[config.mk]
export PLATFORM = sky130hd
export DESIGN_NAME = gpio_responder
export DESIGN_NICKNAME = d
export VERILOG_FILES = /design/src/rtl/gpio_responder.sv
export SDC_FILE = /design/constraint.sdc
export NUM_CORES = 1
export LEC_CHECK = 0
export ABC_AREA = 0
export CELL_PAD_IN_SITES_DETAIL_PLACEMENT = 1
export CELL_PAD_IN_SITES_GLOBAL_PLACEMENT = 1
export CORE_MARGIN = 1
export CORE_UTILIZATION = 35
export DETAILED_ROUTE_END_ITERATION = 10
export MAX_ROUTING_LAYER = met4
export PLACE_DENSITY_LB_ADDON = 0.1
export SLEW_MARGIN = 40
export SYNTH_ARGS = -nofsm -noshare
export SYNTH_HDL_FRONTEND = slang
export SYNTH_SLANG_ARGS = --single-unit
[constraint.sdc]
create_clock -name clock -period 1.8 [get_ports clock]
set_input_delay 0.36 -clock clock [delete_from_list [all_inputs] [get_ports clock]]
set_output_delay 0.36 -clock clock [all_outputs]
set_load 0.02 [all_outputs]
[src/rtl/gpio_responder.sv]
// gpio_responder: memory-mapped GPIO register block on the data-side
// peripheral bus. Register select is address[4:2], so the eight registers
// alias across the whole window. Every accepted access produces exactly one
// single-cycle gpio_valid response.
//
// Optional build macro GPIO_EDGE_IRQ_EN: when defined, rising-edge capture
// (EDGE_STATUS / EDGE_EN) and the level interrupt gpio_irq are built. When
// undefined, offsets 5 and 6 read 0, writes to them are acknowledged and
// dropped, and gpio_irq is tied low.
module gpio_responder #(
  parameter int          GPIO_WIDTH   = 32,
  parameter int          ADDRESS_BITS = 32,
  parameter int          DATA_WIDTH   = 32,
  parameter logic [31:0] GPIO_ID      = 32'h6770_0001
) (
  input  logic                    clock,
  input  logic                    reset,
  input  logic                    gpio_read,
  input  logic                    gpio_write,
  input  logic [ADDRESS_BITS-1:0] gpio_address_in,
  input  logic [DATA_WIDTH-1:0]   gpio_data_in,
  output logic [DATA_WIDTH-1:0]   gpio_data_out,
  output logic [ADDRESS_BITS-1:0] gpio_address_out,
  output logic                    gpio_valid,
  output logic                    gpio_ready,
  input  logic [GPIO_WIDTH-1:0]   gpio_pins_in,
  output logic [GPIO_WIDTH-1:0]   gpio_pins_out,
  output logic [GPIO_WIDTH-1:0]   gpio_pins_oe,
  output logic                    gpio_irq
);

  localparam logic [0:0] ST_IDLE = 1'b0;
  localparam logic [0:0] ST_RESP = 1'b1;

  localparam logic [2:0] SEL_DATA_IN  = 3'd0;
  localparam logic [2:0] SEL_DATA_OUT = 3'd1;
  localparam logic [2:0] SEL_DIR      = 3'd2;
  localparam logic [2:0] SEL_SET      = 3'd3;
  localparam logic [2:0] SEL_CLR      = 3'd4;
  localparam logic [2:0] SEL_EDGE_ST  = 3'd5;
  localparam logic [2:0] SEL_EDGE_EN  = 3'd6;
  localparam logic [2:0] SEL_ID       = 3'd7;

  logic [0:0]              r_state;
  logic                    r_ready;
  logic                    r_valid;
  logic [DATA_WIDTH-1:0]   r_data_out;
  logic [ADDRESS_BITS-1:0] r_addr_out;
  logic [GPIO_WIDTH-1:0]   r_dout;
  logic [GPIO_WIDTH-1:0]   r_dir;
  logic [GPIO_WIDTH-1:0]   r_sync1;
  logic [GPIO_WIDTH-1:0]   r_sync2;

  logic                    w_accept;
  logic                    w_wr;
  logic                    w_rd;
  logic [2:0]              w_sel;
  logic [GPIO_WIDTH-1:0]   w_wdata;
  logic [DATA_WIDTH-1:0]   w_rdata;

  // r_ready is registered so it stays low through reset and rises on the
  // first clean edge; requests are only taken while it is high.
  assign w_accept = (r_state == ST_IDLE) && r_ready && (gpio_read || gpio_write);
  // read+write together is a write
  assign w_wr     = w_accept && gpio_write;
  assign w_rd     = w_accept && gpio_read && !gpio_write;
  assign w_sel    = gpio_address_in[4:2];
  assign w_wdata  = gpio_data_in[GPIO_WIDTH-1:0];

`ifdef GPIO_EDGE_IRQ_EN
  logic [GPIO_WIDTH-1:0] r_prev;
  logic [GPIO_WIDTH-1:0] r_stat;
  logic [GPIO_WIDTH-1:0] r_en;
  logic                  r_irq;
  logic [GPIO_WIDTH-1:0] w_rise;
  logic [GPIO_WIDTH-1:0] w_w1c;

  assign w_rise = r_sync2 & ~r_prev;
  assign w_w1c  = (w_wr && (w_sel == SEL_EDGE_ST)) ? w_wdata : '0;

  // Edge capture: clear written bits first, then OR in new rises so a
  // rise in the same cycle as a W1C keeps the bit set.
  always_ff @(posedge clock) begin
    if (reset) begin
      r_prev <= '0;
      r_stat <= '0;
      r_en   <= '0;
      r_irq  <= 1'b0;
    end else begin
      r_prev <= r_sync2;
      r_stat <= (r_stat & ~w_w1c) | (w_rise & r_en);
      if (w_wr && (w_sel == SEL_EDGE_EN)) r_en <= w_wdata;
      r_irq  <= |(r_stat & r_en);
    end
  end

  assign gpio_irq = r_irq;
`else
  assign gpio_irq = 1'b0;
`endif

  // Read mux; write-only and absent registers return 0.
  always_comb begin
    w_rdata = '0;
    case (w_sel)
      SEL_DATA_IN:  w_rdata[GPIO_WIDTH-1:0] = r_sync2;
      SEL_DATA_OUT: w_rdata[GPIO_WIDTH-1:0] = r_dout;
      SEL_DIR:      w_rdata[GPIO_WIDTH-1:0] = r_dir;
`ifdef GPIO_EDGE_IRQ_EN
      SEL_EDGE_ST:  w_rdata[GPIO_WIDTH-1:0] = r_stat;
      SEL_EDGE_EN:  w_rdata[GPIO_WIDTH-1:0] = r_en;
`endif
      SEL_ID:       w_rdata = DATA_WIDTH'(GPIO_ID);
      default:      w_rdata = '0;
    endcase
  end

  // Two-state handshake FSM: accept in IDLE, one response cycle in RESP.
  always_ff @(posedge clock) begin
    if (reset) begin
      r_state    <= ST_IDLE;
      r_ready    <= 1'b0;
      r_valid    <= 1'b0;
      r_data_out <= '0;
      r_addr_out <= '0;
    end else begin
      case (r_state)
        ST_IDLE: begin
          r_valid <= 1'b0;
          if (w_accept) begin
            r_state    <= ST_RESP;
            r_ready    <= 1'b0;
            r_valid    <= 1'b1;
            r_addr_out <= gpio_address_in;
            r_data_out <= w_rd ? w_rdata : '0;
          end else begin
            r_ready <= 1'b1;
          end
        end
        default: begin
          r_state <= ST_IDLE;
          r_ready <= 1'b1;
          r_valid <= 1'b0;
        end
      endcase
    end
  end

  // Output and direction registers, including SET/CLR side-effects.
  always_ff @(posedge clock) begin
    if (reset) begin
      r_dout <= '0;
      r_dir  <= '0;
    end else if (w_wr) begin
      case (w_sel)
        SEL_DATA_OUT: r_dout <= w_wdata;
        SEL_DIR:      r_dir  <= w_wdata;
        SEL_SET:      r_dout <= r_dout | w_wdata;
        SEL_CLR:      r_dout <= r_dout & ~w_wdata;
        default:      r_dout <= r_dout;
      endcase
    end
  end

  // Two-flop pin synchronizer; r_sync2 is the value DATA_IN reports.
  always_ff @(posedge clock) begin
    if (reset) begin
      r_sync1 <= '0;
      r_sync2 <= '0;
    end else begin
      r_sync1 <= gpio_pins_in;
      r_sync2 <= r_sync1;
    end
  end

  assign gpio_ready       = r_ready;
  assign gpio_valid       = r_valid;
  assign gpio_data_out    = r_data_out;
  assign gpio_address_out = r_addr_out;
  assign gpio_pins_out    = r_dout;
  assign gpio_pins_oe     = r_dir;

endmodule
After elaboration in Yosys (flattened, before gate mapping)
Index checks and enable logic that the tools add are counted.

Register bits after elaboration: 194. Bits of input ports: 100. Logic and storage cells: 36.

Equal/unequal tests: 5. Muxes and demuxes: 6. Bitwise gates (word level): 4. Reduce and logical (&&, ||, !) cells: 13.

Operators by type and width (count): case mux 32 bit (4 select lines) (1); case mux 32 bit (3 select lines) (1); AND 32 bit (1); two-way mux 32 bit (1); NOT 32 bit (1); OR 32 bit (1); == test 3 x 2 -> 1 bit (second input constant) (2); == test 3 bit (second input constant) (2); AND reduction 2 bit (3); logical AND 1 bit (5); == test 3 x 1 -> 1 bit (second input constant) (1); zero test 3 bit (1); two-way mux 1 bit (3); nonzero test 3 bit (1); OR reduction 2 bit (1); zero test 1 bit (1); logical OR 1 bit (1); NOT 1 bit (1).

Logic depth before layout (Yosys ltp)
Gate-level depths: netlist (run 1).

Depth after elaboration: 6. Mapped depth: 6.

Least setup slack after synthesis (run 1)
No wires, ideal clock.

Kind: register -> register. Start: register gpio_valid (netlist name). End: register r_dout[10], in the netlist gpio_pins_out[10]. Library setup time: 0.122 ns. Data arrival time: 1.434 ns. Required time: 1.678 ns. Slack: 0.244 ns. Cell stages (with the launch flop): 6. Path buffers: 2. Clock period less this slack: 1.556 ns. Cell sequence: dfxtp_1 > and2b_1 > and4b_1 > clkbuf_1 > buf_2 > a221o_1.

RTL lines: end signal, assigned (RTL line 156) `SEL_DATA_OUT: r_dout <= w_wdata;`; end signal, assigned (RTL line 158) `SEL_SET: r_dout <= r_dout | w_wdata;`; end signal, assigned (RTL line 159) `SEL_CLR: r_dout <= r_dout & ~w_wdata;`; end, declared (RTL line 49) `logic [GPIO_WIDTH-1:0] r_dout;`.

Final worst setup path (run 1)
Start: input gpio_write. End: register r_dir[0], in the netlist gpio_pins_oe[0].

Longest elaborated chain between the ends: 4.

RTL lines: start, declared (RTL line 19) `input logic gpio_write,`; logical OR 1 bit (RTL line 63) `assign w_accept = (r_state == ST_IDLE) && r_ready && (gpio_read || gpio_write);`; logical AND 1 bit (RTL line 63); logical AND 1 bit * (RTL line 65) `assign w_wr = w_accept && gpio_write;`; AND reduction 2 bit (no line) *; end signal, assigned (RTL line 157) `SEL_DIR: r_dir <= w_wdata;`; end, declared (RTL line 50) `logic [GPIO_WIDTH-1:0] r_dir;`.

Every way passes the cells marked *; elsewhere a longest branch is shown, timed or not. A chain may end at the register's enable or synchronous reset.

==> flow_metrics.tcl, run 1 <==
set metrics [dict create \
    slew_viol_final 0 \
    switching_power_mw 2.247 \
    placed_cells 1162 \
    nets 1016 \
    setup-violations-final 0 \
    hp-class "input pin to register" \
    synth_top_area_cell "dfxtp_1" \
    rsz0062_at_grt "no" \
    power.density_mw_per_mm2 891.3 \
    crit_path_end_kind "register" \
    port_buffers 229 \
    finClkSkew_ps 7.483 \
    ys_types 32 \
    ios 231 \
    max_stage_delay_ps 620 \
    drt_wl_total_mm 22.90 \
    post-dp-hpwl_mm 16.08 \
    power_frac_clock_pct 40.7 \
    numCtsBuffers 17 \
    die_x_um 144.6 \
    final_cell_area_mm2 0.01054 \
    maxCapViolations 0 \
    cp-start-kind "input pin" \
    finalCritPeriodShare_pct 98.24 \
    antenna_left 0 \
    crit_start "gpio_write" \
    clock_latency_ps 430 \
    vdd_ir_drop_max_uv 587.7 \
    crit_family "buffers and inverters" \
    worst_pin_slew_ps 651.1 \
    path_clk_slew_ps 60 \
    path_class "input pin to register" \
    root_buffer "clkbuf_16" \
    synth_area_leaders "dfxtp_1 55%, nor2b_1 8.6%, a22o_1 6.8%, nand2_1 4.6%, a221o_1 4.5%" \
    hold_start "reset" \
    dr.pass1.iters 4 \
    antenna_found_initial 2 \
    vias_per_cell 5.070 \
    core.rowCount 51 \
    ys.flop_type "dfxtp_1" \
    vias 6064 \
    post_cts_resized 46 \
    intPower_mw 7.150 \
    gp_congestion 0.8238 \
    hold_viol_final 0 \
    timing.final.crit_period_ps 1768 \
    synth-edff-count 0 \
    grt_start_max_net_pins 55 \
    synth_nets 791 \
    netlist_instances 691 \
    initial_core_util_pct 36.10 \
    postPlaceCellArea_mm2 0.009892 \
    leakage_nw 4.854 \
    fmax_ghz 0.5655 \
    worst-path-buf-inv 2 \
    avgSynthCellArea_um2 10.30 \
    multiInputGateArea_mm2 0.002992 \
    async_flop_share_pct 0 \
    cp_max_fo 32 \
    p_comb_share_pct 11.2 \
    required_ps 2140 \
    fillers 2122 \
    whs_ps 231.1 \
    postCtsSetupBuffers 0 \
    cts_max_level 4 \
    yosys_register_bits 194 \
    synth_seq_area_share_pct 54.56 \
    utilization_pct 53.47 \
    gr-total-overflow 0 \
    areaGrowthSynthToFinish_pct 48.11 \
    worstReg2RegStart "gpio_ready" \
    die_y_um 144.6 \
    syn-cell-area_mm2 0.007118 \
    cp.arrival_ps 2110 \
    first_global_vias 6334 \
    power.share.sequential_pct 48.1 \
    clock-sinks 194 \
    hold_buffers 0 \
    synth_warnings 0 \
    dieArea_mm2 0.02091 \
    seq_area_mm2 0.003884 \
    clockBufferDepth 2 \
    synthMostInstantiatedCell "dfxtp_1" \
    synthTopCellsByCount "194 x dfxtp_1, 98 x nor2b_1, 88 x nand2_1" \
    status "finished clean" \
    tritoncts "built" \
    synth_top_area_share_pct 54.56 \
    post_route_cells_drive_above_1_share_pct 8.504 \
    grt_pass1_wl_mm 34.76 \
    timing.slew.headroom_pct 56.43 \
    coreArea_mm2 0.01972 \
    drc 0 \
    critPathSlowestCell "clkdlybuf4s50_1" \
    switching_share_pct 23.92 \
    detail_route.iter0.violations 250 \
    routedWlPerCell_um 19.14 \
    path_cells "clkdlybuf4s50_1, nor4bb_1, and2_1, buf_12, nand2_1, a21oi_1" \
    grt.total_usage_pct 22.85 \
    instances_no_fill 1196 \
]
==> power by group through the flow <==
stage	registers, mW	logic [mW]	clock network [mW]
final	4.52	1.05	3.83
after global routing	4.53	1.12	4.12
after CTS	4.52	1.06	3.92
after detailed placement	4.62	1.08	0
after global placement	4.61	1.05	0
after floorplan	4.70	0.368	0
==> final cells by class <==
type | count | share of cell area [%]
Multi-Input combinational cell | 441 | 28.38
Clock inverter | 10 | 1.199
Timing Repair Buffer | 262 | 25.90
Clock buffer | 22 | 4.498
Antenna cell | 2 | 0.04747
Sequential cell | 194 | 36.84
Tap cell | 265 | 3.145
==> sequential cells by signal, summed over array words and instances (netlist names) <==
name and cells:
gpio_valid 1, gpio_address_out 32, r_sync1 32, r_sync2 32, gpio_pins_out 32, gpio_ready 1, gpio_pins_oe 32, gpio_data_out 32
==> routing by layer <==
layer	track usage [%]	share of wire, %	vias to the layer above
met1	26.70	44	2993
met5	-	0	-
met3	5.364	4.9	22
met4	6.094	1.4	0
li1	-	-	2886
met2	39.14	50	163
==> through the flow <==
step	TNS [ps]	power [mW]	setup WS (ps)
2_1_floorplan	0	5.067	243.9
3_3_place_gp	-29220	5.657	-411.7
3_5_place_dp	-29860	5.696	-377.8
4_1_cts	0	9.504	1.984
5_1_grt	0	9.776	2.834
6_report	0	9.397	31.74
==> worst register-to-register path: stages (launching register included) <==
cell and delay [ps]:
dfxtp_1 390, nand2b_4 90, or4b_4 530, nor2b_4 190, buf_12 190, a22o_1 160
==> cell families (layout without fill, tap and decap cells) <==
family	Yosys count	in the layout	synth area share, %
and+or+nand+nor	212	212	15.68
AOI/OAI and AO/OA	196	196	21.20
DFF	194	194	54.56
buffers and inverters	56	294	4.008
muxes	32	32	4.500
other	1	3	0.05268
==> worst paths after layout <==
| path | to | slack, ps | cells after the start |
|---|---|---|---|
| hold / removal | r_sync2[31] | 230 | 2 |
| hold reg to reg | r_sync2[3] | 440 | 1 |
| setup reg to reg | gpio_data_out[15] | 210 | 5 |
| setup / recovery | gpio_pins_oe[0] | 30 | 6 |
==> placed cells by master, fill, tap and decap left out, types with 3 or more instances in the layout <==
cell type	n
dfxtp_1	194
clkdlybuf4s50_1	139
nor2b_1	97
nand2_1	88
a22o_1	55
dlygate4sd2_1	46
dlymetal6s2s_1	41
a21oi_1	34
mux2i_1	32
o21a_1	32
a221o_1	32
buf_4	21
o21ai_0	19
clkbuf_16	17
nor2_1	12
buf_12	12
a311oi_1	9
o2bb2ai_1	9
o21ai_1	4
clkinv_4	4
clkbuf_8	3
Note: power is estimated with default switching activity, not from simulation.
==> run 2: changes to the inputs <==
CELL_PAD_IN_SITES_DETAIL_PLACEMENT = default   (was 1)
CELL_PAD_IN_SITES_GLOBAL_PLACEMENT = default   (was 1)
CTS_CLUSTER_SIZE = 8   (was default)
PLACE_DENSITY_LB_ADDON = default   (was 0.1)
SETUP_SLACK_MARGIN = 0.5   (was default)
==> run 2 against run 1 <==
  * Via count increased by 2.4%
  * Sequential power about the same
  * Die area unchanged
  * Final cell count increased by 5.4%
  * Global-route usage decreased by 0.39 points
  * Non-clock buffer count increased by 67
  * Wire length increased by 3.8%
  * Clock-buffer cell count decreased by 2
  * Sequential share of layout area decreased by 2.5 points
  * Highest routed layer unchanged
==> flow_metrics.tcl, run 2 (synthesis gave the netlist of run 1 again) <==
set metrics [dict create \
    status "finished clean" \
    dr.pass1.iters 6 \
    antenna_left 0 \
    crit_start "gpio_valid" \
    leakage_nw 4.991 \
    worst-path-buf-inv 1 \
    hp-class "register to register" \
    port_buffers 229 \
    path_clk_slew_ps 70 \
    crit_path_end_kind "register" \
    utilization_pct 59.90 \
    fmax_ghz 0.6170 \
    multiInputGateArea_mm2 0.003395 \
    grt.total_usage_pct 22.46 \
    setup-violations-final 0 \
    ios 231 \
    core.rowCount 51 \
    reg2reg_depth 5 \
    mostFrequentLayoutCells "113 x dfxtp_2, 106 x buf_4, 100 x buf_6" \
    power.share.sequential_pct 47.5 \
    dieArea_mm2 0.02091 \
    routedWlPerCell_um 18.85 \
    wl_met2_mm 11.33 \
    nets 1083 \
    die_x_um 144.6 \
    switching_share_pct 24.69 \
    die_y_um 144.6 \
    grt_start_max_net_pins 66 \
    hold_start "r_sync1[5]" \
    areaGrowthSynthToFinish_pct 65.92 \
    initial_core_util_pct 36.10 \
    path_class "register to register" \
    cp-start-kind "register" \
    maxCapViolations 0 \
    drt_wl_total_mm 23.77 \
    hold_depth 1 \
    worst_pin_slew_ps 830.2 \
    required_ps 2180 \
    grt_pass1_wl_mm 33.55 \
    path_cells "nand2b_4, or4b_4, nor2b_4, buf_12, a22o_1" \
    hold_buffers 0 \
    clock-sinks 194 \
    route.met3.wl_mm 1.504 \
    timing.slew.headroom_pct 44.65 \
    dp_slack_ps -275.6 \
    post-dp-hpwl_mm 14.28 \
    coreArea_mm2 0.01972 \
    cts_max_level 4 \
    finalPower_mw 9.519 \
    gr-total-overflow 0 \
    critPathSlowestCell "or4b_4" \
    max_stage_delay_ps 520 \
    r2r_slack_ps 180 \
    power_frac_clock_pct 39.6 \
    slew_viol_final 0 \
    crit_family "simple AND/OR/NAND/NOR gates" \
    vdd_ir_drop_max_uv 587.6 \
    post_route_cells_drive_above_1_share_pct 46.93 \
    timing.final.crit_period_ps 1621 \
    cp_max_fo 22 \
    seq_area_mm2 0.004059 \
    antenna_found_initial 1 \
    layout.cells.most_common "dfxtp_2" \
    rsz0062_at_grt "yes" \
    intPower_mw 7.169 \
    gp_congestion 0.8157 \
    switching_power_mw 2.350 \
    crit_cells 5 \
    fillers 1644 \
    power.density_mw_per_mm2 806.0 \
    cp.arrival_ps 2000 \
    fin_tns_setup_ps 0 \
    vias_per_cell 4.925 \
    top_layer "met4" \
    root_buffer "clkbuf_16" \
    hold_viol_final 0 \
    drc 0 \
    m1WireLength_mm 10.58 \
    detail_route.iter0.violations 306 \
    numCtsBuffers 17 \
    clockBufferDepth 2 \
    worst_slack_ps 179.2 \
    first_global_vias 5719 \
    finalCritPeriodShare_pct 90.05 \
    worstReg2RegStart "gpio_valid" \
    p_comb_share_pct 12.8 \
    tritoncts "built" \
    vias 6210 \
    finClkSkew_ps 9.043 \
    clock_latency_ps 440 \
]
==> run 2: cell types whose count changed in the layout (fill, tap and decap cells not counted), sizes merged, moves of 2 or more <==
| cell | change |
|---|---|
| buf | +192 |
| clkbuf | +2 |
| dlymetal6s2s | -41 |
| dlygate4sd2 | -44 |
| clkdlybuf4s50 | -45 |
==> run 2: final timing paths <==
path,end
setup / recovery,gpio_data_out[4]
hold / removal,r_sync2[5]
setup reg to reg,gpio_data_out[4]
hold reg to reg,r_sync2[5]
==> run 2: area by class of cell <==
type | count | area share, %
flip-flops and latches | 194 | 34.37
repair buffers | 329 | 29.18
multi-input cells | 441 | 28.74
clock buffers | 20 | 3.782
well taps | 265 | 2.807
clock inverters | 11 | 1.102
diodes | 1 | 0.02119
==> run 2: worst reg2reg max path, delay by kind of cell, from the launching register on <==
kind / cells / cell delay (ps)
simple gates: 3 / 860
flops: 1 / 350
buf+inv: 1 / 200
compound gates: 1 / 160
==> run 2: routing by layer <==
layer / vias up / track usage [%]
met5: - / -
met4: 0 / 6.482
met3: 27 / 5.199
met2: 210 / 35.86
met1: 2946 / 28.23
li1: 3027 / -
==> run 2: timing repair <==
item | CTS | global route
setup endpoints to repair | 247 | 226
buffers inserted | 37 | 20
hold endpoints to repair | 0 | 0
cloned | 5 | 4
resized for setup | 783 | 211
pin swaps | 1 | 41
==> run 2: through the flow <==
| step | area [um^2] | hold slack [ps] | cells |
|---|---|---|---|
| 2_1_floorplan | 7132 | 413.8 | 691 |
| 3_3_place_gp | 9889 | 417.8 | 1162 |
| 3_5_place_dp | 9917 | 420.4 | 1163 |
| 4_1_cts | 10890 | 436.3 | 1236 |
| 5_1_grt | 11810 | 452.4 | 1261 |
| 6_report | 11810 | 436.5 | 1261 |
==> run 2: power groups by stage <==
stage,registers [mW],logic (mW),clock network (mW)
2_1_floorplan,4.70,0.368,0
3_3_place_gp,4.61,1.06,0
3_5_place_dp,4.62,1.07,0
4_1_cts,4.52,1.12,3.89
5_1_grt,4.54,1.30,4.04
6_report,4.53,1.22,3.77
==> run 3: changes to the inputs <==
clock period = 2.1 ns   (was 1.8 ns; I/O delays follow)
==> run 3 against run 2 <==
  * Core utilization shrank 8.0 points
  * Clock-buffer cell count is the same
  * Die area is the same
==> flow_metrics.tcl, run 3 (synthesis gave the netlist of run 1 again) <==
set metrics [dict create \
    layout.cells.most_common "dfxtp_1" \
    dieArea_mm2 0.02091 \
    max_stage_delay_ps 380 \
    instances_no_fill 1192 \
    hp-class "input pin to register" \
    clock_latency_ps 420 \
    grt_pass1_wl_mm 30.80 \
    mostFrequentLayoutCells "193 x dfxtp_1, 97 x nor2b_1, 94 x clkdlybuf4s50_1" \
    tritoncts "built" \
    cp_max_fo 3 \
    cp.arrival_ps 1160 \
    crit_path_end_kind "output port" \
    antenna_found_initial 1 \
    vdd_ir_drop_max_uv 554.2 \
    post-dp-hpwl_mm 13.86 \
    final_cell_area_mm2 0.01024 \
    coreArea_mm2 0.01972 \
    power.density_mw_per_mm2 785.8 \
    clock-sinks 194 \
    vias_per_cell 4.881 \
    worst_slack_ps 524.5 \
    vias 5818 \
    utilization_pct 51.92 \
    maxCapViolations 0 \
    cp-start-kind "register" \
    initial_core_util_pct 36.10 \
    worst-path-buf-inv 1 \
    drt_wl_total_mm 20.34 \
    setup-violations-final 0 \
    detail_route.iter0.violations 202 \
    hold_viol_final 0 \
    antenna_left 0 \
    grt_start_max_net_pins 53 \
    postPlaceCellArea_mm2 0.009836 \
    path_cells "clkdlybuf4s15_1" \
    crit_family "buffers and inverters" \
    rsz0062_at_grt "yes" \
    root_buffer "clkbuf_16" \
    core.rowCount 51 \
    dp_slack_ps -19.59 \
    path_clk_slew_ps 70 \
    gr-total-overflow 0 \
    die_y_um 144.6 \
    gp_congestion 0.8178 \
    die_x_um 144.6 \
    leakage_nw 4.252 \
    routedWlPerCell_um 17.06 \
    drc 0 \
    first_global_vias 5570 \
    timing.slew.headroom_pct 62.35 \
    placed_cells 1157 \
    status "finished clean" \
    finalCritPeriodShare_pct 75.02 \
    dr.pass1.iters 5 \
    ios 231 \
    required_ps 1680 \
    finClkSkew_ps 8.890 \
    path_class "register to output port" \
    cts_max_level 4 \
    fin_tns_setup_ps 0 \
    numCtsBuffers 17 \
    worst_pin_slew_ps 564.8 \
    slew_viol_final 0 \
    port_buffers 229 \
    fmax_ghz 0.6347 \
    finalPower_mw 8.045 \
    whs_ps 316.4 \
    critPathSlowestCell "clkdlybuf4s15_1" \
    areaGrowthSynthToFinish_pct 43.82 \
    timing.final.crit_period_ps 1575 \
    grt.total_usage_pct 20.29 \
    clockBufferDepth 2 \
    nets 1013 \
    post_route_cells_drive_above_1_share_pct 12.31 \
]
run 3: report_power, final:
part	leakage (nW)	switching, mW	internal, mW	total, mW
clock	0.293	1.46	1.88	3.34
combinational	2.38	0.428	0.414	0.841
sequential	1.58	0.0613	3.81	3.87
run 3: path summary, 6_finish.rpt:
kind                         from                to  slack [ps]  cells after the start
setup / recovery  gpio_pins_oe[0]   gpio_pins_oe[0]         520                      1
hold / removal              reset        r_sync2[2]         320                      2
setup reg to reg       gpio_valid  gpio_data_out[9]         540                      5
hold reg to reg       r_sync1[20]       r_sync2[20]         440                      1
run 3: layout make-up:
cell class | count | area, um^2
multi-input cells | 441 | 2992
clock inverters | 12 | 145.1
flip-flops and latches | 194 | 3885
well taps | 265 | 331.6
repair buffers | 259 | 2415
diodes | 1 | 2.502
clock buffers | 20 | 466.7
fillers | 1837 | 9480
run 3: timing repair:
action                                  in CTS  in global routing
pin swaps                                    2                  0
endpoints found under the hold margin        0                  0
endpoints found under the setup margin     205                 78
hold buffers                                 0                  0
buffers inserted                             2                  0
resized for setup                          159                 73
run 3: routing by layer:
metal	track usage (%)	vias up	wire [um]
li1	-	2885	-
met1	25.05	2736	9142
met2	32.44	181	9683
met3	4.702	16	1253
met4	6.981	0	261
met5	-	-	0
